File: src/rtl/multicycle_ctrl_fsm_pkg.sv
// Shared encodings for the multicycle control FSM: state enum, opcode classes
// and datapath mux-select values.
package multicycle_ctrl_fsm_pkg;

  typedef enum logic [3:0] {
    FETCH    = 4'd0,
    DECODE   = 4'd1,
    MEMADR   = 4'd2,
    MEMREAD  = 4'd3,
    MEMWB    = 4'd4,
    MEMWRITE = 4'd5,
    EXECR    = 4'd6,
    EXECI    = 4'd7,
    ALUWB    = 4'd8,
    BRANCH   = 4'd9,
    FAULT    = 4'd10
  } state_t;

  localparam logic [1:0] OP_DP  = 2'b00;
  localparam logic [1:0] OP_MEM = 2'b01;
  localparam logic [1:0] OP_BR  = 2'b10;
  localparam logic [1:0] OP_RSV = 2'b11;

  localparam logic [1:0] SRCA_REG   = 2'b00;
  localparam logic [1:0] SRCA_PC    = 2'b01;
  localparam logic [1:0] SRCA_OLDPC = 2'b10;

  localparam logic [1:0] SRCB_REG  = 2'b00;
  localparam logic [1:0] SRCB_IMM  = 2'b01;
  localparam logic [1:0] SRCB_FOUR = 2'b10;

  localparam logic [1:0] RES_ALUOUT = 2'b00;
  localparam logic [1:0] RES_DATA   = 2'b01;
  localparam logic [1:0] RES_ALU    = 2'b10;

  // States in which the FSM waits on MemReady and the timeout applies.
  function automatic logic is_wait_state(input state_t st);
    return (st == FETCH) || (st == MEMREAD) || (st == MEMWRITE);
  endfunction

endpackage

File: src/rtl/multicycle_ctrl_fsm_wait_timer.sv
// Saturating not-ready cycle counter; expired marks the last tolerated
// not-ready cycle of a memory wait.
module wait_timer #(
  parameter int WAIT_MAX = 15
) (
  input  logic clk,
  input  logic reset,
  input  logic clr,
  input  logic en,
  output logic expired
);

  localparam int CW = $clog2(WAIT_MAX + 1);
  localparam logic [CW-1:0] LAST_CNT = CW'(WAIT_MAX - 1);
  localparam logic [CW-1:0] MAX_CNT  = CW'(WAIT_MAX);
  localparam logic [CW-1:0] ONE_CNT  = CW'(1);

  logic [CW-1:0] count_r;

  // Count not-ready cycles, saturating at WAIT_MAX so it never wraps.
  always_ff @(posedge clk) begin
    if (reset || clr) begin
      count_r <= '0;
    end else if (en && (count_r != MAX_CNT)) begin
      count_r <= count_r + ONE_CNT;
    end else begin
      count_r <= count_r;
    end
  end

  assign expired = (count_r == LAST_CNT);

endmodule

File: src/rtl/multicycle_ctrl_fsm.sv
// Multicycle processor control FSM: sequences fetch/decode/execute and drives
// datapath strobes, with a memory-wait timeout that traps into FAULT.
module multicycle_ctrl_fsm
  import multicycle_ctrl_fsm_pkg::*;
#(
  parameter int WAIT_MAX = 15
) (
  input  logic       clk,
  input  logic       reset,
  input  logic [1:0] Op,
  input  logic       Imm,
  input  logic       Load,
  input  logic       MemReady,
  output logic       IRWrite,
  output logic       NextPC,
  output logic       AdrSrc,
  output logic       RegW,
  output logic       MemW,
  output logic       Branch,
  output logic       ALUOp,
  output logic [1:0] ALUSrcA,
  output logic [1:0] ALUSrcB,
  output logic [1:0] ResultSrc,
  output logic       Fault,
  output logic [3:0] State
);

  state_t state_r;
  state_t next_state_s;
  logic   expired_s;
  logic   timer_clr_s;
  logic   timer_en_s;

  // State register.
  always_ff @(posedge clk) begin
    if (reset) begin
      state_r <= FETCH;
    end else begin
      state_r <= next_state_s;
    end
  end

  // Next-state logic; a wait state times out only while MemReady is low.
  always_comb begin
    next_state_s = state_r;
    case (state_r)
      FETCH: begin
        if (MemReady)       next_state_s = DECODE;
        else if (expired_s) next_state_s = FAULT;
        else                next_state_s = FETCH;
      end
      DECODE: begin
        case (Op)
          OP_DP:   next_state_s = Imm ? EXECI : EXECR;
          OP_MEM:  next_state_s = MEMADR;
          OP_BR:   next_state_s = BRANCH;
          default: next_state_s = FAULT;
        endcase
      end
      MEMADR:  next_state_s = Load ? MEMREAD : MEMWRITE;
      MEMREAD: begin
        if (MemReady)       next_state_s = MEMWB;
        else if (expired_s) next_state_s = FAULT;
        else                next_state_s = MEMREAD;
      end
      MEMWB:    next_state_s = FETCH;
      MEMWRITE: begin
        if (MemReady)       next_state_s = FETCH;
        else if (expired_s) next_state_s = FAULT;
        else                next_state_s = MEMWRITE;
      end
      EXECR, EXECI:  next_state_s = ALUWB;
      ALUWB, BRANCH: next_state_s = FETCH;
      FAULT:         next_state_s = FAULT;
      default:       next_state_s = FAULT;
    endcase
  end

  // Counter restarts whenever a wait state is freshly entered.
  assign timer_clr_s = is_wait_state(next_state_s) && (next_state_s != state_r);
  assign timer_en_s  = is_wait_state(state_r) && !MemReady;

  wait_timer #(
    .WAIT_MAX (WAIT_MAX)
  ) u_wait_timer (
    .clk     (clk),
    .reset   (reset),
    .clr     (timer_clr_s),
    .en      (timer_en_s),
    .expired (expired_s)
  );

  // Output decode: Moore per state, except the FETCH strobes gated by MemReady.
  always_comb begin
    IRWrite   = 1'b0;
    NextPC    = 1'b0;
    AdrSrc    = 1'b0;
    RegW      = 1'b0;
    MemW      = 1'b0;
    Branch    = 1'b0;
    ALUOp     = 1'b0;
    ALUSrcA   = SRCA_REG;
    ALUSrcB   = SRCB_REG;
    ResultSrc = RES_ALUOUT;
    Fault     = 1'b0;
    case (state_r)
      FETCH: begin
        IRWrite   = MemReady;
        NextPC    = MemReady;
        ALUSrcA   = SRCA_PC;
        ALUSrcB   = SRCB_FOUR;
        ResultSrc = RES_ALU;
      end
      DECODE: begin
        ALUSrcA   = SRCA_PC;
        ALUSrcB   = SRCB_FOUR;
        ResultSrc = RES_ALU;
      end
      MEMADR:  ALUSrcB = SRCB_IMM;
      MEMREAD: AdrSrc  = 1'b1;
      MEMWB: begin
        ResultSrc = RES_DATA;
        RegW      = 1'b1;
      end
      MEMWRITE: begin
        AdrSrc = 1'b1;
        MemW   = 1'b1;
      end
      EXECR: ALUOp = 1'b1;
      EXECI: begin
        ALUOp   = 1'b1;
        ALUSrcB = SRCB_IMM;
      end
      ALUWB: RegW = 1'b1;
      BRANCH: begin
        ALUSrcA   = SRCA_OLDPC;
        ALUSrcB   = SRCB_IMM;
        ResultSrc = RES_ALU;
        Branch    = 1'b1;
      end
      FAULT:   Fault = 1'b1;
      default: Fault = 1'b1;
    endcase
  end

  assign State = state_r;

endmodule

File: config.mk
export PLATFORM = sky130hd
export DESIGN_NAME = multicycle_ctrl_fsm
export DESIGN_NICKNAME = d
export VERILOG_FILES = /design/src/rtl/multicycle_ctrl_fsm_pkg.sv /design/src/rtl/multicycle_ctrl_fsm_wait_timer.sv /design/src/rtl/multicycle_ctrl_fsm.sv
export SDC_FILE = /design/constraint.sdc
export NUM_CORES = 1
export LEC_CHECK = 0
export BUFFER_PORTS_ARGS = -buffer_cell sky130_fd_sc_hd__buf_2
export CAP_MARGIN = 20
export CORE_UTILIZATION = 45
export CTS_CLUSTER_SIZE = 25
export DETAILED_ROUTE_END_ITERATION = 8
export HOLD_SLACK_MARGIN = 0.05
export PLACE_DENSITY_LB_ADDON = 0.12
export SYNTH_ARGS = -nofsm -noshare
export SYNTH_HDL_FRONTEND = slang
export SYNTH_SLANG_ARGS = --single-unit
File: constraint.sdc
create_clock -name clk -period 2.2 [get_ports clk]
set_input_delay 0.55 -clock clk [delete_from_list [all_inputs] [get_ports clk]]
set_output_delay 0.55 -clock clk [all_outputs]
set_load 0.02 [all_outputs]
# Yosys cells after proc, flatten, opt, wreduce, memory -nomap -nowiden
# Index checks and enable logic that the tools add are counted.
[word_totals] elab_cells=59 output_inout_bits=18 register_bits=8 in_bits=7
[classes] n_reduce_logical=20 n_addsub=1 mux=20 n_eq_ne=16
[op_table] op="one-hot mux 4 bit (7 select lines)" count=1
[op_table] op="2-to-1 mux 4 bit" count=6
[op_table] op="equality test 4 x 3 -> 1 bit, second input constant" count=5
[op_table] op="equality test 4 x 2 -> 1 bit, second input constant" count=3
[op_table] op="equality test 4 bit, second input constant" count=3
[op_table] op="one-hot mux 2 bit (2 select lines)" count=3
[op_table] op="one-hot mux 4 bit (3 select lines)" count=1
[op_table] op="OR reduction 10 bit" count=1
[op_table] op="OR reduction 3 bit" count=3
[op_table] op="logical NOT 4 bit" count=2
[op_table] op="2-to-1 mux 1 bit" count=8
[op_table] op="OR reduction 2 bit" count=4
[op_table] op="logical OR 1 bit" count=5
[op_table] op="adder 4 x 1 -> 4 bit, second input constant" count=1
[op_table] op="equality test 4 x 1 -> 1 bit, second input constant" count=1
[op_table] op="!= test 4 bit" count=1
[op_table] op="!= test 4 bit, second input constant" count=1
[op_table] op="logical AND 1 bit" count=3
[op_table] op="2-to-1 mux 3 bit" count=1
[op_table] op="equality test 2 x 1 -> 1 bit, second input constant" count=1
[op_table] op="equality test 2 bit, second input constant" count=1
[op_table] op="logical NOT 2 bit" count=1
[op_table] op="logical NOT 1 bit" count=1

# Longest topological paths before layout
[depth] word_depth=9 ltp_mapped=8 ltp_nobuf=8

# Hierarchy
# A second synthesis with hierarchy kept.
[unflattened] cells_unflattened=103 hier_area_um2=772.0
[by_module_without_submodules] module="multicycle_ctrl_fsm" area_per_inst_um2=554.3 seq_area_each_um2=80.1 cells_per_inst=79 n_inst=1
[by_module_without_submodules] module="wait_timer" area_per_inst_um2=217.7 seq_area_each_um2=80.1 cells_per_inst=24 n_inst=1

# Least setup slack after synthesis
# Ideal clock, no wire load.
[synth_path] path_type="register to output" start="register state_r[3] (netlist: State[3])" end="output RegW" t_arrival_ns=1.496 path_stages_with_launch=4 setup_slack_ns=0.154 n_path_buf=1 required_time_ns=1.650 cell_sequence="dfxtp_1 -> clkbuf_1 -> nand2_1 -> a211oi_1"
[synth_via] elab_chain_len=3 word_cells_on_any_way=4 classes_between="eq/ne (2); mux (1); reduce/logical (1)"
[synth_rtl] element="start: declaration" line_no="multicycle_ctrl_fsm.sv:28" rtl="state_t state_r;"
[synth_rtl] element="start signal: assignment" line_no="multicycle_ctrl_fsm.sv:39" rtl="state_r <= next_state_s;"
[synth_rtl] element="equality test 4 bit or equality test 4 x 3 -> 1 bit (tied branches)" line_no="multicycle_ctrl_fsm.sv:106" rtl="case (state_r)"
[synth_rtl] element="OR reduction 2 bit (no source line) *"
[synth_rtl] element="2-to-1 mux 1 bit *" line_no="multicycle_ctrl_fsm.sv:106"
[synth_rtl] element="end: declaration" line_no="multicycle_ctrl_fsm.sv:17" rtl="output logic RegW,"
# Every way passes the cells marked *; elsewhere a longest branch is shown, timed or not.

# Worst setup path in the final report
[layout_path] start="register state_r[2] (netlist: State[2])" end="output RegW"
# Same word-level chain as after synthesis.

==> impl_results.md <==
- Synthesized area: 712 sq um
- Synth Area in XOR/XNOR: 8.61%
- Distinct cells, synth: 41
- Die Y: 41.8 um
- Vias in the first global route: 693
- Simple-Gate Fraction of Synth Area: 32.5%
- Average size of a mapped cell: 7.42 sq um
- Post-synthesis sequential area ratio: 22.5%
- Net Count, Synth: 105
- Die ar.: 1750 sq um
- Die W: between 40 and 50 um
- Status: finished clean
- Placed Cells: roughly 140
- Top cell type's share of synthesized area: 22.5%
- CP startpoint kind: flop
- Layout Cells excl Fill: 138
- IO Pins: 25
- Mux share of post-synthesis cell area: between 1 and 1.5%
- FP Rows: 13
- GRT Overall Usage: 21.0%
- Routed WL: 1750 um
- Port buffer count: 24
- Antenna Cells: 0
- Yosys warns: 0
- Final Hold Fails: 0
- Largest net degree at the start of global routing: 10
- Final net count: 134
- P_leak: 0.406 nW
- RSZ-0062 raised after global routing: false
- EDFF count, synth: 0
- First-pass GRT wire length: 2890 um
- Pre-CTS WS: -0.000293 ns
- Hold WS: 0.512 ns
- Least-Margin Pin Slew: around 0.38 ns
- Flops & latches, synth: 8
- Worst hold path type: flop to flop
- Total gr overflow: 0
- CTS buffer count: 3
- Kind of critical path: flop to output pin
- Fin. max-slew vios: 0
- Worst EP required: 1.65 ns
- Most frequent cells in the layout: 24 x buf_2, 13 x nor2_1, 8 x dfxtp_1, 8 x buf_4, 7 x nor3_1
- VDD IR max: about 0.4 mV
- Pwr Density: 627 nW/um^2
- GP Congestion: 0.822
- Area leader, netlist: dfxtp_1
- Clock sinks: 8
- Initial Util: 51.5%
- Post-synthesis adder-cell area fraction: 3.51%
- Max Cap Viol: 0
- Max-slew headroom: 74.6%
- Main synth FF type: dfxtp_1
- Top area cells in the synthesized netlist: dfxtp_1 22%, nor2_1 6.9%, nor3_1 4.9%, xor2_1 4.9%, xnor2_1 3.7%
- Via count: 773
- Hold-fix buffers at CTS: 0
- Fin crit share: approximately 94%
- Initial antenna violation count: 0
- CTS tree: done
- Core ar.: about 1400 sq um
- Worst skew pair latency: between 0.2 and 0.25 ns
- Commonest non-fill, non-tap cell in the layout: buf_2
- Critical Path End Type: output pin
- DR DRC count: 0
- Cells after Synth: 96
- Worst Slack Setup Final: 0.129 ns
- Compound-gate portion of the synthesized area: 22.7%
- Largest family of logic cells by synthesized area: simple AND/OR/NAND/NOR gates
- Asr flop ratio synth: 0%
- Final Skew: 0.00500 ns
- Layout cells sized above 1: around a third
- CTS Buffer Depth: 2
- Initial DRC count: 23
- Worst Path Arrival: between 1.5 and 2 ns
- Routed length per instance: 12.7 um
- F_max: 0.483 GHz
- Min Tclk post-route: roughly 2.1 ns
- Pre-Repair DR Iteration Count: 4
- CTS H-Tree Depth: 1
- Setup-failing EPs final: 0
- Layout fillers: 140
- ANT nets after route: 0
- Vias per cell: 5.60
- Root Buffer: clkbuf_4
- Clock Pin Slew Worst Setup and Hold Paths: 0.05 ns
- Detail Placement HPWL: around 1400 um
- Largest fanout on the critical path: 8
- Area delta synth->final: 25.1%
-- synth_stat cells, drive strengths merged (2+ instances only) --
master,count
buf,6
o21ai,3
ha,2
o32ai,2
nor2,13
a211oi,4
or2,3
and3,2
inv,4
nand2b,3
nand2,6
xnor2,3
nand3,3
dfxtp,8
xor2,4
a21oi,2
nor3,7
clkbuf,2
-- power by group --
part           total (mW)  internal [mW]  switching [mW]
Combinational       0.281          0.113           0.168
Clock               0.100         0.0616          0.0385
Sequential          0.178          0.159          0.0186
-- through the flow --
stage	power (mW)	area (sq um)	util (%)	TNS, ns
3_3_place_gp	0.456	863	62.4	0
2_1_floorplan	0.383	712	-	0
5_1_grt	0.602	891	64.4	0
4_1_cts	0.563	886	64.1	0
6_report	0.559	891	64.4	0
3_5_place_dp	0.458	863	62.4	-0.000293
-- worst max-delay path: stages, from the launching register on --
cell and delay (ns):
dfxtp_1 0.39, buf_4 0.18, or2b_1 0.30, a211oi_2 0.23
buf_2 0.19
-- final timing paths --
path,slack (ns),cells past startpoint,start,end
worst max-delay path,0.13,4,State[2],RegW
worst max register to register,0.13,8,u_wait_timer.count_r[0],u_wait_timer.count_r[2]
worst min register to register,0.51,2,u_wait_timer.count_r[1],u_wait_timer.count_r[1]
worst min-delay path,0.51,2,u_wait_timer.count_r[1],u_wait_timer.count_r[1]
-- flip-flops by register name, summed over array words and instances (netlist names) --
register              cells
State                     4
u_wait_timer.count_r      4
-- cells by family (layout without fill, tap and decap cells) --
| kind of cell | count (synthesis) | in the layout |
|---|---|---|
| buffers and inverters | 12 | 39 |
| AOI/OAI and AO/OA | 21 | 21 |
| muxes | 1 | 1 |
| adders and majority gates | 2 | 2 |
| xor gates and xnor gates | 7 | 7 |
| DFF | 8 | 8 |
| and+or+nand+nor | 45 | 45 |
-- timing repair --
action / 4_1_cts / 5_1_grt
buffers inserted: 0 / 0
gates resized for setup: 0 / 1
setup endpoints to repair: 0 / 2
-- per-layer routing --
metal,global-route usage [%],share of wire [%],vias to the layer above
met5,0,0,-
met3,5.22,5.0,0
met4,9.68,0,0
met2,32.8,49,26
met1,26.9,46,351
li1,-,-,396
-- area by class of cell --
class,instances,area (sq um),area share (%)
clock buffers,3,22.5,2.53
multi-input cells,76,494,55.5
inverters,4,15.0,1.69
flip-flops and latches,8,160,18.0
repair buffers,32,180,20.2
well taps,15,18.8,2.11
Power figures use the tool's default switching activity.
